===== config.mk =====
export PLATFORM = sky130hd
export DESIGN_NAME = p2b_counter
export DESIGN_NICKNAME = d
export VERILOG_FILES = /design/src/rtl/p2b_counter.sv
export SDC_FILE = /design/constraint.sdc
export NUM_CORES = 1
export LEC_CHECK = 0
export BUFFER_PORTS_ARGS = -buffer_cell sky130_fd_sc_hd__buf_2
export CAP_MARGIN = 15
export CORE_MARGIN = 2
export CORE_UTILIZATION = 56
export DETAILED_ROUTE_END_ITERATION = 16
export GPL_TIMING_DRIVEN = 0
export HOLD_SLACK_MARGIN = 0.1
export PLACE_DENSITY = 0.85
export SLEW_MARGIN = 20
export SYNTH_ARGS = -nofsm -noshare
export SYNTH_HDL_FRONTEND = slang
export SYNTH_SLANG_ARGS = --single-unit

===== constraint.sdc =====
create_clock -name clk -period 2 [get_ports clk]
set_input_delay 0.3 -clock clk [delete_from_list [all_inputs] [get_ports clk]]
set_output_delay 0.3 -clock clk [all_outputs]
set_load 0.005 [all_outputs]

===== src/rtl/p2b_counter.sv =====
// p2b_counter: pulse-stream to binary converter.
// Counts ones on pulsed_in over a window of 2^WINDOW_LOG2 cycles and presents
// the count scaled to WIDTH bits, with a one-cycle valid strobe.
//
// state | meaning
// ------+------------------------------------------------------------
// IDLE  | waiting for start; pulsed_in ignored; outputs hold last result
// COUNT | sampling pulsed_in, one sample per edge, N samples per window
module p2b_counter #(
    parameter int WIDTH       = 16,
    parameter int WINDOW_LOG2 = 16
) (
    input  logic                   clk,
    input  logic                   rst_n,
    input  logic                   start,
    input  logic                   cont,
    input  logic                   abort,
    input  logic                   pulsed_in,
    output logic                   busy,
    output logic [WIDTH-1:0]       binary_out,
    output logic                   valid,
    output logic [WINDOW_LOG2:0]   count_raw
);

    localparam int SHIFT = WIDTH - WINDOW_LOG2;

    generate
        if (WINDOW_LOG2 < 1 || WINDOW_LOG2 > WIDTH) begin : g_bad_window
            $error("p2b_counter: WINDOW_LOG2 must be in 1..WIDTH");
        end
    endgenerate

    typedef enum logic {
        IDLE  = 1'b0,
        COUNT = 1'b1
    } state_t;

    state_t                 state;
    state_t                 state_nxt;
    logic [WINDOW_LOG2-1:0] win_cnt;
    logic [WINDOW_LOG2:0]   ones_cnt;
    logic                   last_sample;
    logic [WINDOW_LOG2:0]   total;
    logic [WIDTH-1:0]       scaled;

    // The final sample is folded in combinationally so it lands in this window.
    assign last_sample = (state == COUNT) && (win_cnt == {WINDOW_LOG2{1'b1}});
    assign total       = ones_cnt + (WINDOW_LOG2 + 1)'(pulsed_in);
    assign busy        = (state == COUNT);

    // Scale to WIDTH bits; a full window (total == N) cannot be represented, so it saturates.
    always_comb begin
        scaled = WIDTH'(total[WINDOW_LOG2-1:0]) << SHIFT;
        if (total[WINDOW_LOG2]) begin
            scaled = {WIDTH{1'b1}};
        end
    end

    // State register.
    always_ff @(posedge clk or negedge rst_n) begin
        if (!rst_n) begin
            state <= IDLE;
        end else begin
            state <= state_nxt;
        end
    end

    // Next-state: abort dominates both start and window completion.
    always_comb begin
        state_nxt = state;
        case (state)
            IDLE: begin
                if (start && !abort) begin
                    state_nxt = COUNT;
                end
            end
            COUNT: begin
                if (abort) begin
                    state_nxt = IDLE;
                end else if (last_sample && !cont) begin
                    state_nxt = IDLE;
                end
            end
            default: state_nxt = IDLE;
        endcase
    end

    // Window and ones counters; cleared while idle, on abort and at each window end.
    always_ff @(posedge clk or negedge rst_n) begin
        if (!rst_n) begin
            win_cnt  <= '0;
            ones_cnt <= '0;
        end else if (state != COUNT || abort || last_sample) begin
            win_cnt  <= '0;
            ones_cnt <= '0;
        end else begin
            win_cnt  <= win_cnt + 1'b1;
            ones_cnt <= total;
        end
    end

    // Result registers and valid strobe; only an unaborted completion updates them.
    always_ff @(posedge clk or negedge rst_n) begin
        if (!rst_n) begin
            valid      <= 1'b0;
            binary_out <= '0;
            count_raw  <= '0;
        end else begin
            valid <= last_sample && !abort;
            if (last_sample && !abort) begin
                binary_out <= scaled;
                count_raw  <= total;
            end
        end
    end

endmodule


==> results.py, run 1 <==
metrics = {
    "global_route": {
        "grt_usage_pct": 25.3,
        "grt_busiest_layer": "met2",
        "use_met3_pct": 4.03,
        "overflow": 0,
        "grt_pass1_wl_mm": 11.5,
        "grt_max_degree": 53,
        "met1_usage_pct": 34.0,
        "grt_pass1_vias": 2453,
        "antenna_found_initial": 0,
        "met2_usage_pct": 38.5,
    },
    "yosys": {
        "synth-simple-area-share_pct": 15.7,
        "yosysWarnings": 0,
        "synthAdderAreaFrac_pct": 1.27,
        "synth_mux_area_share_pct": 0.765,
        "syn_inst": 279,
        "synthDistinctLibCells": 34,
        "synth_compound_gate_area_share_pct": 12.7,
        "netlist_area_um2": 2950,
        "avgSynthCellArea_um2": 10.6,
        "synth_nets": 288,
        "synth_top_family_by_area": "simple AND/OR/NAND/NOR gates",
        "synth.yosys.seq_area_share_pct": 57.8,
        "synth-xor-area-share_pct": 7.73,
        "ys_seq_elements": 68,
    },
    "critical_path": {
        "cp_cell_sequence": "ha_1 -> ha_1 -> nand3_1 -> nor4_1 -> xnor2_1 -> a31oi_1",
        "worst_r2r_path_depth": 6,
        "crit_top_cell": "ha_1",
        "cp-end-kind": "flop",
        "crit_path_top_delay_cell": "dfrtp_1",
        "crit_arrival_ns": 2.07,
        "critical_path_class": "reg -> reg",
        "path_max_fanout": 6,
        "cp.required_ns": 2.22,
        "max_stage_delay_ns": 0.33,
        "worstSetupStartpointType": "flop",
    },
    "power_and_ir_drop": {
        "combPwrFrac_pct": 3.0,
        "power_leakage_nw": 1.65,
        "irDropWorstVdd_mv": 0.461,
        "power_switching_w": 0.000609,
        "internal-power_w": 0.00211,
        "power_density_nw_per_um2": 769,
        "swShare_pct": 22.4,
        "p_seq_share_pct": 50.8,
        "pwr-share-clk_pct": 46.2,
    },
    "finish": {
        "n_antenna_cell": 0,
        "syn2layout_area_growth_pct": 20.1,
        "final_cell_mix": "68 x dfrtp_1, 49 x a21oi_1, 45 x buf_2, 38 x nor2_1, 22 x xnor2_1",
        "drive_above_1_share_pct": 23.5,
        "final_common_cell": "dfrtp_1",
        "post-route-util_pct": 69.3,
        "final_nets": 344,
        "fillers": 388,
    },
    "drt": {
        "vias": 2344,
        "drt_wl_total_mm": 6.75,
        "firstDrtPassIters": 4,
        "drt_drc_violations_left": 0,
        "wl_per_cell_um": 16.5,
        "drt_iter0_drc": 192,
        "antenna_left": 0,
        "via_per_inst": 5.72,
    },
    "die": {
        "die_h_um": 76.5,
        "io_pins": 41,
        "die-area_um2": 5860,
        "std_cell_rows": 26,
        "start_util_pct": 57.7,
        "coreArea_um2": 5110,
        "die_w_um": 76.5,
    },
    "clock_network": {
        "cts_tree": "done",
        "insertion_delay_ns": 0.36,
        "clock_sink_count": 68,
        "clock-root-buffer": "clkbuf_8",
        "clk_pin_slew_ns": 0.07,
        "htreeDepth": 3,
        "numCtsBuffers": 9,
        "clockBufferDepth": 2,
    },
    "sta": {
        "report.final.hold_viol_count": 0,
        "timing.final.ws_setup_ns": 0.146,
        "hold-worst-slack_ns": 0.125,
        "fin_skew_ns": 0.0122,
        "setup_viol": 0,
        "slew_headroom_pct": 62.6,
        "max_freq_mhz": 539,
        "worst_pin_slew_ns": 0.561,
        "min_period_over_period_pct": 92.7,
        "period_needed_ns": 1.85,
        "rsz0062_at_grt": "false",
        "slew_violations": 0,
    },
    "outcome": {
        "status": "finished clean",
    },
    "hold_path": {
        "worstHoldPathCells": 2,
        "hp-class": "in -> reg",
    },
    "flow_run": {
        "drv.max_cap_violation_count": 0,
    },
    "placement": {
        "placement.io_buffers": 40,
        "gp_congestion": 0.835,
        "post-place-ws_ns": -0.177,
        "dp.final_hpwl_mm": 4.38,
    },
}
==> power groups by stage <==
stage,sequential (W),clock [W],combinational [W]
floorplan,0.00141,0,0.0000276
global placement,0.00141,0,0.0000706
detailed placement,0.00141,0,0.0000799
CTS,0.00138,0.00127,0.0000820
global route,0.00138,0.00133,0.0000923
finish,0.00138,0.00126,0.0000813
==> critical path: cells and delay by family (launching register included) <==
kind	cells	cell delay (ns)
xor+xnor	1	0.22
simple gates	2	0.62
flops	1	0.33
fa+ha+maj	2	0.43
compound gates	1	0.12
==> flip-flops by register name, indices dropped and copies added (netlist names) <==
signal,cells
binary_out,16
valid,1
ones_cnt,17
busy,1
count_raw,17
win_cnt,16
==> path summary, 6_finish.rpt <==
path                        startpoint              to  slack [ns]
hold / removal                   abort            busy        0.12
hold reg to reg             win_cnt[0]      win_cnt[0]        0.48
min in group asynchronous        rst_n      win_cnt[2]        0.35
max in group asynchronous        rst_n    ones_cnt[16]        1.14
setup / recovery           ones_cnt[0]  binary_out[14]        0.15
setup reg to reg           ones_cnt[0]  binary_out[14]        0.15
==> final cells by class <==
cell class	instances	area, um^2	share of cell area, %
Clock inverter	7	100	2.83
Tap cell	70	87.6	2.48
Timing Repair Buffer	45	263	7.43
Multi-Input combinational cell	187	1140	32.3
Clock buffer	9	124	3.50
Buffer	15	86.3	2.44
Inverter	9	33.8	0.955
Sequential cell	68	1700	48.1
==> synth_stat cells <==
cell,count,share of area (%)
a21oi_1,49,8.3
a311oi_1,1,0.30
a31oi_1,16,3.4
and2_1,1,0.21
buf_2,7,1.2
buf_4,3,0.76
buf_6,1,0.38
clkbuf_1,4,0.51
dfrtp_1,68,58
ha_1,3,1.3
inv_1,9,1.1
mux2_1,2,0.76
nand2_1,10,1.3
nand2b_1,2,0.42
nand3_1,8,1.4
nand3_2,1,0.34
nand4_1,4,0.85
nand4_2,2,0.85
nand4_4,1,0.72
nor2_1,38,4.8
nor2b_1,1,0.21
nor3_1,7,1.2
nor4_1,5,1.1
nor4_2,1,0.42
nor4_4,1,0.72
o21ai_0,1,0.17
o31ai_1,1,0.25
o41ai_1,1,0.30
or2_1,1,0.21
or3_1,2,0.42
or4_1,1,0.25
or4b_1,1,0.34
xnor2_1,23,6.8
xor2_1,3,0.89
==> timing repair <==
action | in CTS | in global routing
buffers inserted | 2 | 1
hold buffers | 1 | 0
resized for setup | 1 | 3
pin swaps | 1 | 1
endpoints found under the hold margin | 16 | 0
endpoints found under the setup margin | 32 | 18
gates cloned | 0 | 0
==> per-layer routing <==
| layer | share of wire, % | vias to the layer above |
|---|---|---|
| li1 | - | 1088 |
| met1 | 44 | 1152 |
| met2 | 48 | 92 |
| met3 | 6.1 | 12 |
| met4 | 2.1 | 0 |
| met5 | 0 | - |
==> kinds of logic after synthesis <==
logic type	after synthesis
adders and majority gates	3
DFF	68
AOI/OAI and AO/OA	69
and+or+nand+nor	87
muxes	2
xor gates and xnor gates	26
buffers and inverters	24
==> metrics by stage <==
stage | power (W) | cells | cell area, um^2 | setup TNS (ns)
global placement | 0.00148 | 389 | 3230 | -1.66
finish | 0.00272 | 410 | 3540 | 0
CTS | 0.00273 | 409 | 3520 | 0
floorplan | 0.00144 | 279 | 2950 | 0
global route | 0.00281 | 410 | 3540 | 0
detailed placement | 0.00149 | 390 | 3260 | -2.65
Note: power is estimated with default switching activity, not from simulation.
==> run 2: changes to the inputs <==
--- a/config.mk
+++ b/config.mk
@@ -8,11 +8,11 @@
 export BUFFER_PORTS_ARGS = -buffer_cell sky130_fd_sc_hd__buf_2
 export CAP_MARGIN = 15
 export CORE_MARGIN = 2
-export CORE_UTILIZATION = 56
+export CORE_UTILIZATION = 60
 export DETAILED_ROUTE_END_ITERATION = 16
 export GPL_TIMING_DRIVEN = 0
 export HOLD_SLACK_MARGIN = 0.1
-export PLACE_DENSITY = 0.85
+export PLACE_DENSITY = 0.9
 export SLEW_MARGIN = 20
 export SYNTH_ARGS = -nofsm -noshare
 export SYNTH_HDL_FRONTEND = slang
==> constraint.sdc (replaced) <==
create_clock -name clk -period 2.3 [get_ports clk]
set_input_delay 0.345 -clock clk [delete_from_list [all_inputs] [get_ports clk]]
set_output_delay 0.345 -clock clk [all_outputs]
set_load 0.005 [all_outputs]
==> results.py, run 2 (synthesis gave the netlist of run 1 again) <==
metrics = {
    "outcome": {
        "status": "finished clean",
    },
    "placement": {
        "gp_congestion": 0.810,
        "placement.io_buffers": 40,
        "post-place-ws_ns": 0.0956,
        "placedCellCount": 387,
        "dp.final_hpwl_mm": 4.42,
    },
    "clock_network": {
        "clock_sink_count": 68,
        "ctsResizeCount": 0,
        "clock-root-buffer": "clkbuf_8",
        "clk_pin_slew_ns": 0.07,
        "cts_tree": "done",
        "clockBufferDepth": 2,
        "insertion_delay_ns": 0.33,
        "numCtsBuffers": 9,
        "post_cts_buffers": 0,
        "htreeDepth": 3,
    },
    "critical_path": {
        "r2r_start": "ones_cnt[0]",
        "crit_arrival_ns": 2.34,
        "cp.required_ns": 2.49,
        "cp-end-kind": "flop",
        "crit_start": "ones_cnt[0]",
        "worstSetupStartpointType": "flop",
        "path_max_fanout": 10,
        "critical_path_class": "reg -> reg",
    },
    "drt": {
        "drt_iter0_drc": 156,
        "firstDrtPassIters": 4,
        "drt_drc_violations_left": 0,
        "wl_per_cell_um": 16.0,
        "vias": 2351,
        "drt_wl_total_mm": 6.45,
        "via_per_inst": 5.85,
        "antenna_left": 0,
    },
    "sta": {
        "max_freq_mhz": 466,
        "rsz0062_at_grt": "false",
        "min_period_over_period_pct": 93.4,
        "timing.final.ws_setup_ns": 0.152,
        "report.final.hold_viol_count": 0,
        "fin_skew_ns": 0.00965,
        "slew_headroom_pct": 46.0,
        "slew_violations": 0,
        "setup_viol": 0,
        "period_needed_ns": 2.15,
        "fin_setup_tns_ns": 0,
        "worst_pin_slew_ns": 0.804,
        "hold-worst-slack_ns": 0.189,
    },
    "finish": {
        "final_common_cell": "dfrtp_1",
        "drive_above_1_share_pct": 21.2,
        "final-instance-count-excl-fill": 402,
        "syn2layout_area_growth_pct": 17.2,
        "post-route-util_pct": 73.1,
        "largestRegisters": "count_raw (17), ones_cnt (17)",
        "final_nets": 341,
        "final_cell_mix": "68 x dfrtp_1, 49 x a21oi_1, 46 x buf_2, 38 x nor2_1, 23 x xnor2_1",
        "n_antenna_cell": 0,
    },
    "die": {
        "die-area_um2": 5490,
        "die_h_um": 74.1,
        "start_util_pct": 62.4,
        "coreArea_um2": 4720,
        "io_pins": 41,
        "die_w_um": 74.1,
        "std_cell_rows": 25,
    },
    "power_and_ir_drop": {
        "power_density_nw_per_um2": 644,
        "power_leakage_nw": 1.62,
        "irDropWorstVdd_mv": 0.515,
    },
    "global_route": {
        "grt_pass1_vias": 2281,
        "grt_max_degree": 41,
        "grt_pass1_wl_mm": 10.7,
        "overflow": 0,
        "grt_usage_pct": 26.0,
        "antenna_found_initial": 0,
    },
    "hold_path": {
        "hp-class": "in -> reg",
        "worstHoldStart": "abort",
    },
    "flow_run": {
        "drv.max_cap_violation_count": 0,
    },
}
==> run 2: where the power goes <==
part,total [W],internal [W],switching (W),leakage [nW]
clock,0.000955,0.000547,0.000408,0.0983
combinational,0.0000669,0.0000173,0.0000496,0.569
sequential,0.00120,0.00120,0.00000273,0.948
==> run 2: worst paths after layout <==
kind                                       end  slack [ns]  cells past startpoint
min in group asynchronous         count_raw[0]        0.47                      2
worst min register to register      win_cnt[0]        0.47                      1
worst max-delay path            binary_out[10]        0.15                      7
worst max register to register  binary_out[10]        0.15                      7
worst min-delay path                      busy        0.19                      2
max in group asynchronous       binary_out[11]        1.30                      3
==> run 2: per-layer routing <==
metal,vias to the layer above,share of wire [%],track usage [%]
met5,-,0,0
met4,0,2.8,14.7
met3,22,5.1,4.47
met2,99,49,41.6
met1,1142,43,33.7
li1,1088,-,-
==> run 2: what timing repair did <==
item	CTS	global route
hold buffers	1	0
endpoints found under the hold margin	28	0
endpoints found under the setup margin	0	0
==> run 2: layout make-up <==
type	instances	area, um^2
plain buffers	15	83.8
clock buffers	12	155
clock inverters	2	35.0
fillers	321	1270
inverters	9	33.8
multi-input cells	187	1130
flip-flops and latches	68	1700
well taps	67	83.8
repair buffers	42	233
==> run 2: critical path, stage by stage (launching register included) <==
cell and delay (ns):
dfrtp_1 0.37, ha_1 0.22, ha_1 0.24, nand4_1 0.13, nor4_2 0.06, xnor2_1 0.64
buf_6 0.25, a31oi_1 0.10
==> run 2: per-stage QoR <==
step / instance area, um^2 / power [W]
detailed placement: 3250 / 0.00129
floorplan: 2950 / 0.00125
finish: 3450 / 0.00222
global placement: 3230 / 0.00128
global route: 3450 / 0.00229
CTS: 3450 / 0.00223
==> run 3: changes to the inputs <==
--- a/config.mk
+++ b/config.mk
@@ -5,14 +5,15 @@
 export SDC_FILE = /design/constraint.sdc
 export NUM_CORES = 1
 export LEC_CHECK = 0
+export ABC_AREA = 1
 export BUFFER_PORTS_ARGS = -buffer_cell sky130_fd_sc_hd__buf_2
 export CAP_MARGIN = 15
 export CORE_MARGIN = 2
-export CORE_UTILIZATION = 60
+export CORE_UTILIZATION = 57
 export DETAILED_ROUTE_END_ITERATION = 16
 export GPL_TIMING_DRIVEN = 0
 export HOLD_SLACK_MARGIN = 0.1
-export PLACE_DENSITY = 0.9
+export PLACE_DENSITY = 0.86
 export SLEW_MARGIN = 20
 export SYNTH_ARGS = -nofsm -noshare
 export SYNTH_HDL_FRONTEND = slang
==> constraint.sdc (replaced) <==
create_clock -name clk -period 2.08 [get_ports clk]
set_input_delay 0.312 -clock clk [delete_from_list [all_inputs] [get_ports clk]]
set_output_delay 0.312 -clock clk [all_outputs]
set_load 0.005 [all_outputs]
==> results.py, run 3 <==
metrics = {
    "outcome": {
        "status": "finished clean",
    },
    "sta": {
        "worst_pin_slew_ns": 0.367,
        "period_needed_ns": 1.96,
        "min_period_over_period_pct": 94.2,
        "fin_setup_tns_ns": 0,
        "max_freq_mhz": 510,
        "setup_viol": 0,
        "slew_violations": 0,
        "slew_headroom_pct": 75.5,
        "report.final.hold_viol_count": 0,
        "fin_skew_ns": 0.00599,
    },
    "drt": {
        "drt_drc_violations_left": 0,
        "antenna_left": 0,
        "drt_iter0_drc": 201,
        "via_per_inst": 5.19,
        "wl_per_cell_um": 13.0,
        "firstDrtPassIters": 5,
        "vias": 2549,
        "drt_wl_total_mm": 6.40,
    },
    "clock_network": {
        "clock-root-buffer": "clkbuf_8",
        "numCtsBuffers": 9,
        "clockBufferDepth": 2,
        "cts_tree": "done",
        "insertion_delay_ns": 0.34,
        "htreeDepth": 3,
        "clk_pin_slew_ns": 0.07,
        "clock_sink_count": 68,
    },
    "yosys": {
        "synth_nets": 370,
        "yosysWarnings": 0,
        "async_reset_ff_share_pct": 100,
        "netlist_area_um2": 3050,
        "synth.largest_area_cell": "dfrtp_1",
        "avgSynthCellArea_um2": 8.44,
        "synth.most_common_cell": "nand2_1",
        "synth_edf_count": 0,
        "ys_seq_elements": 68,
        "synth_ff_type": "dfrtp_1",
        "syn_inst": 361,
        "yosysTopAreaCellShare_pct": 55.9,
        "synthDistinctLibCells": 25,
        "synth_area_leaders": "dfrtp_1 56%, nand2_1 15%, nor2_1 6.3%",
        "yosys-top-cells-count": "124 x nand2_1, 68 x dfrtp_1, 51 x nor2_1",
        "synth.yosys.seq_area_share_pct": 55.9,
    },
    "die": {
        "start_util_pct": 59.3,
        "io_pins": 41,
        "die-area_um2": 5940,
        "die_w_um": 77.1,
        "die_h_um": 77.1,
        "std_cell_rows": 26,
        "coreArea_um2": 5140,
    },
    "finish": {
        "syn2layout_area_growth_pct": 17.7,
        "stdcell_area_um2": 3580,
        "final_cell_mix": "124 x nand2_1, 68 x dfrtp_1, 49 x nor2_1, 40 x buf_2, 29 x inv_1",
        "final_nets": 425,
        "largestRegisters": "count_raw (17), ones_cnt (17)",
        "drive_above_1_share_pct": 16.2,
        "fillers": 386,
        "n_antenna_cell": 0,
        "final_common_cell": "nand2_1",
        "final-instance-count-excl-fill": 491,
    },
    "placement": {
        "placement.io_buffers": 40,
        "dp.final_hpwl_mm": 4.52,
        "placedCellCount": 472,
        "placed_cell_area_um2": 3360,
        "gp_congestion": 0.889,
    },
    "critical_path": {
        "worstSetupStartpointType": "flop",
        "crit_family": "simple AND/OR/NAND/NOR gates",
        "crit_buf_inv": 2,
        "crit_arrival_ns": 2.18,
        "cp.required_ns": 2.30,
        "cp-end-kind": "flop",
        "cp_cell_sequence": "ha_1 -> nand2_1 -> nor2_2 -> nand2_2 -> nor2_1 -> nor2_4 -> inv_2 -> clkbuf_4 -> o21ai_0",
        "path_max_fanout": 10,
        "max_stage_delay_ns": 0.37,
        "crit_path_top_delay_cell": "dfrtp_1",
        "critical_path_class": "reg -> reg",
    },
    "global_route": {
        "grt_max_degree": 41,
        "grt_pass1_vias": 2482,
        "antenna_found_initial": 0,
        "grt_pass1_wl_mm": 11.0,
        "overflow": 0,
        "grt_usage_pct": 23.5,
    },
    "power_and_ir_drop": {
        "power_density_nw_per_um2": 680,
        "power_leakage_nw": 1.92,
        "irDropWorstVdd_mv": 0.372,
    },
    "flow_run": {
        "drv.max_cap_violation_count": 0,
    },
    "hold_path": {
        "hp-class": "in -> reg",
    },
}
[run 3: cells by family (layout without fill, tap and decap cells)]
group                      Yosys count  count (layout)  share of synthesized area (%)
AOI/OAI and AO/OA                   22              22                           3.74
adders and majority gates            3               3                           1.23
and+or+nand+nor                    219             219                           30.2
buffers and inverters               38              98                           5.75
muxes                                1               1                          0.329
xor gates and xnor gates            10              10                           2.88
DFF                                 68              68                           55.9
[run 3: worst paths after layout]
kind / from / endpoint / slack (ns) / depth (start not counted)
worst min-delay path: abort / busy / 0.19 / 2
worst max register to register: win_cnt[0] / busy / 0.12 / 9
worst min register to register: win_cnt[0] / win_cnt[0] / 0.46 / 1
max in group asynchronous: rst_n / win_cnt[5] / 1.13 / 3
min in group asynchronous: rst_n / count_raw[6] / 0.42 / 2
worst max-delay path: win_cnt[0] / busy / 0.12 / 9
[run 3: area by class of cell]
class                   instances  area, um^2  share of cell area, %
repair buffers                 44         260                   7.26
plain buffers                   7        61.3                   1.71
multi-input cells             255        1180                   32.9
well taps                      70        87.6                   2.44
clock buffers                  14         143                   3.98
inverters                      31         116                   3.25
clock inverters                 2        35.0                  0.978
flip-flops and latches         68        1700                   47.5
[run 3: per-stage QoR]
stage	hold WS [ns]	power [W]	utilization (%)	setup slack, ns
final	0.191	0.00244	69.7	0.120
after global routing	0.204	0.00252	69.7	-0.0495
after CTS	0.189	0.00244	69.0	0.0178
after detailed placement	0.251	0.00144	65.3	-0.104
after global placement	0.445	0.00143	64.8	-0.0524
after floorplan	0.0164	0.00139	-	0.364
[run 3: repair_timing]
| item | 4_1_cts | 5_1_grt |
|---|---|---|
| hold buffers | 1 | 0 |
| resized for setup | 1 | 4 |
| endpoints found under the setup margin | 21 | 53 |
| buffers inserted | 0 | 2 |
| pin swaps | 0 | 1 |
| hold endpoints to repair | 28 | 0 |
[run 3: worst register-to-register path, cell delays in order, from the launching register on]
cell,delay [ns]
dfrtp_1,0.37
ha_1,0.19
nand2_1,0.10
nor2_2,0.18
nand2_2,0.12
nor2_1,0.26
nor2_4,0.12
inv_2,0.15
clkbuf_4,0.23
o21ai_0,0.11
[run 3: power by group]
| group | switching, W | internal, W | total [W] |
|---|---|---|---|
| Clock | 0.000466 | 0.000555 | 0.00102 |
| Combinational | 0.0000591 | 0.0000236 | 0.0000827 |
| Sequential | 0.00000449 | 0.00133 | 0.00133 |
| Total | 0.000529 | 0.00191 | 0.00244 |
[run 3: layer usage]
metal	up-vias	global-route usage, %	part of all wire, %
li1	1249	-	-
met1	1214	28.8	43
met2	72	40.2	51
met3	14	6.12	4.6
met4	0	8.93	2.3
met5	-	0	0
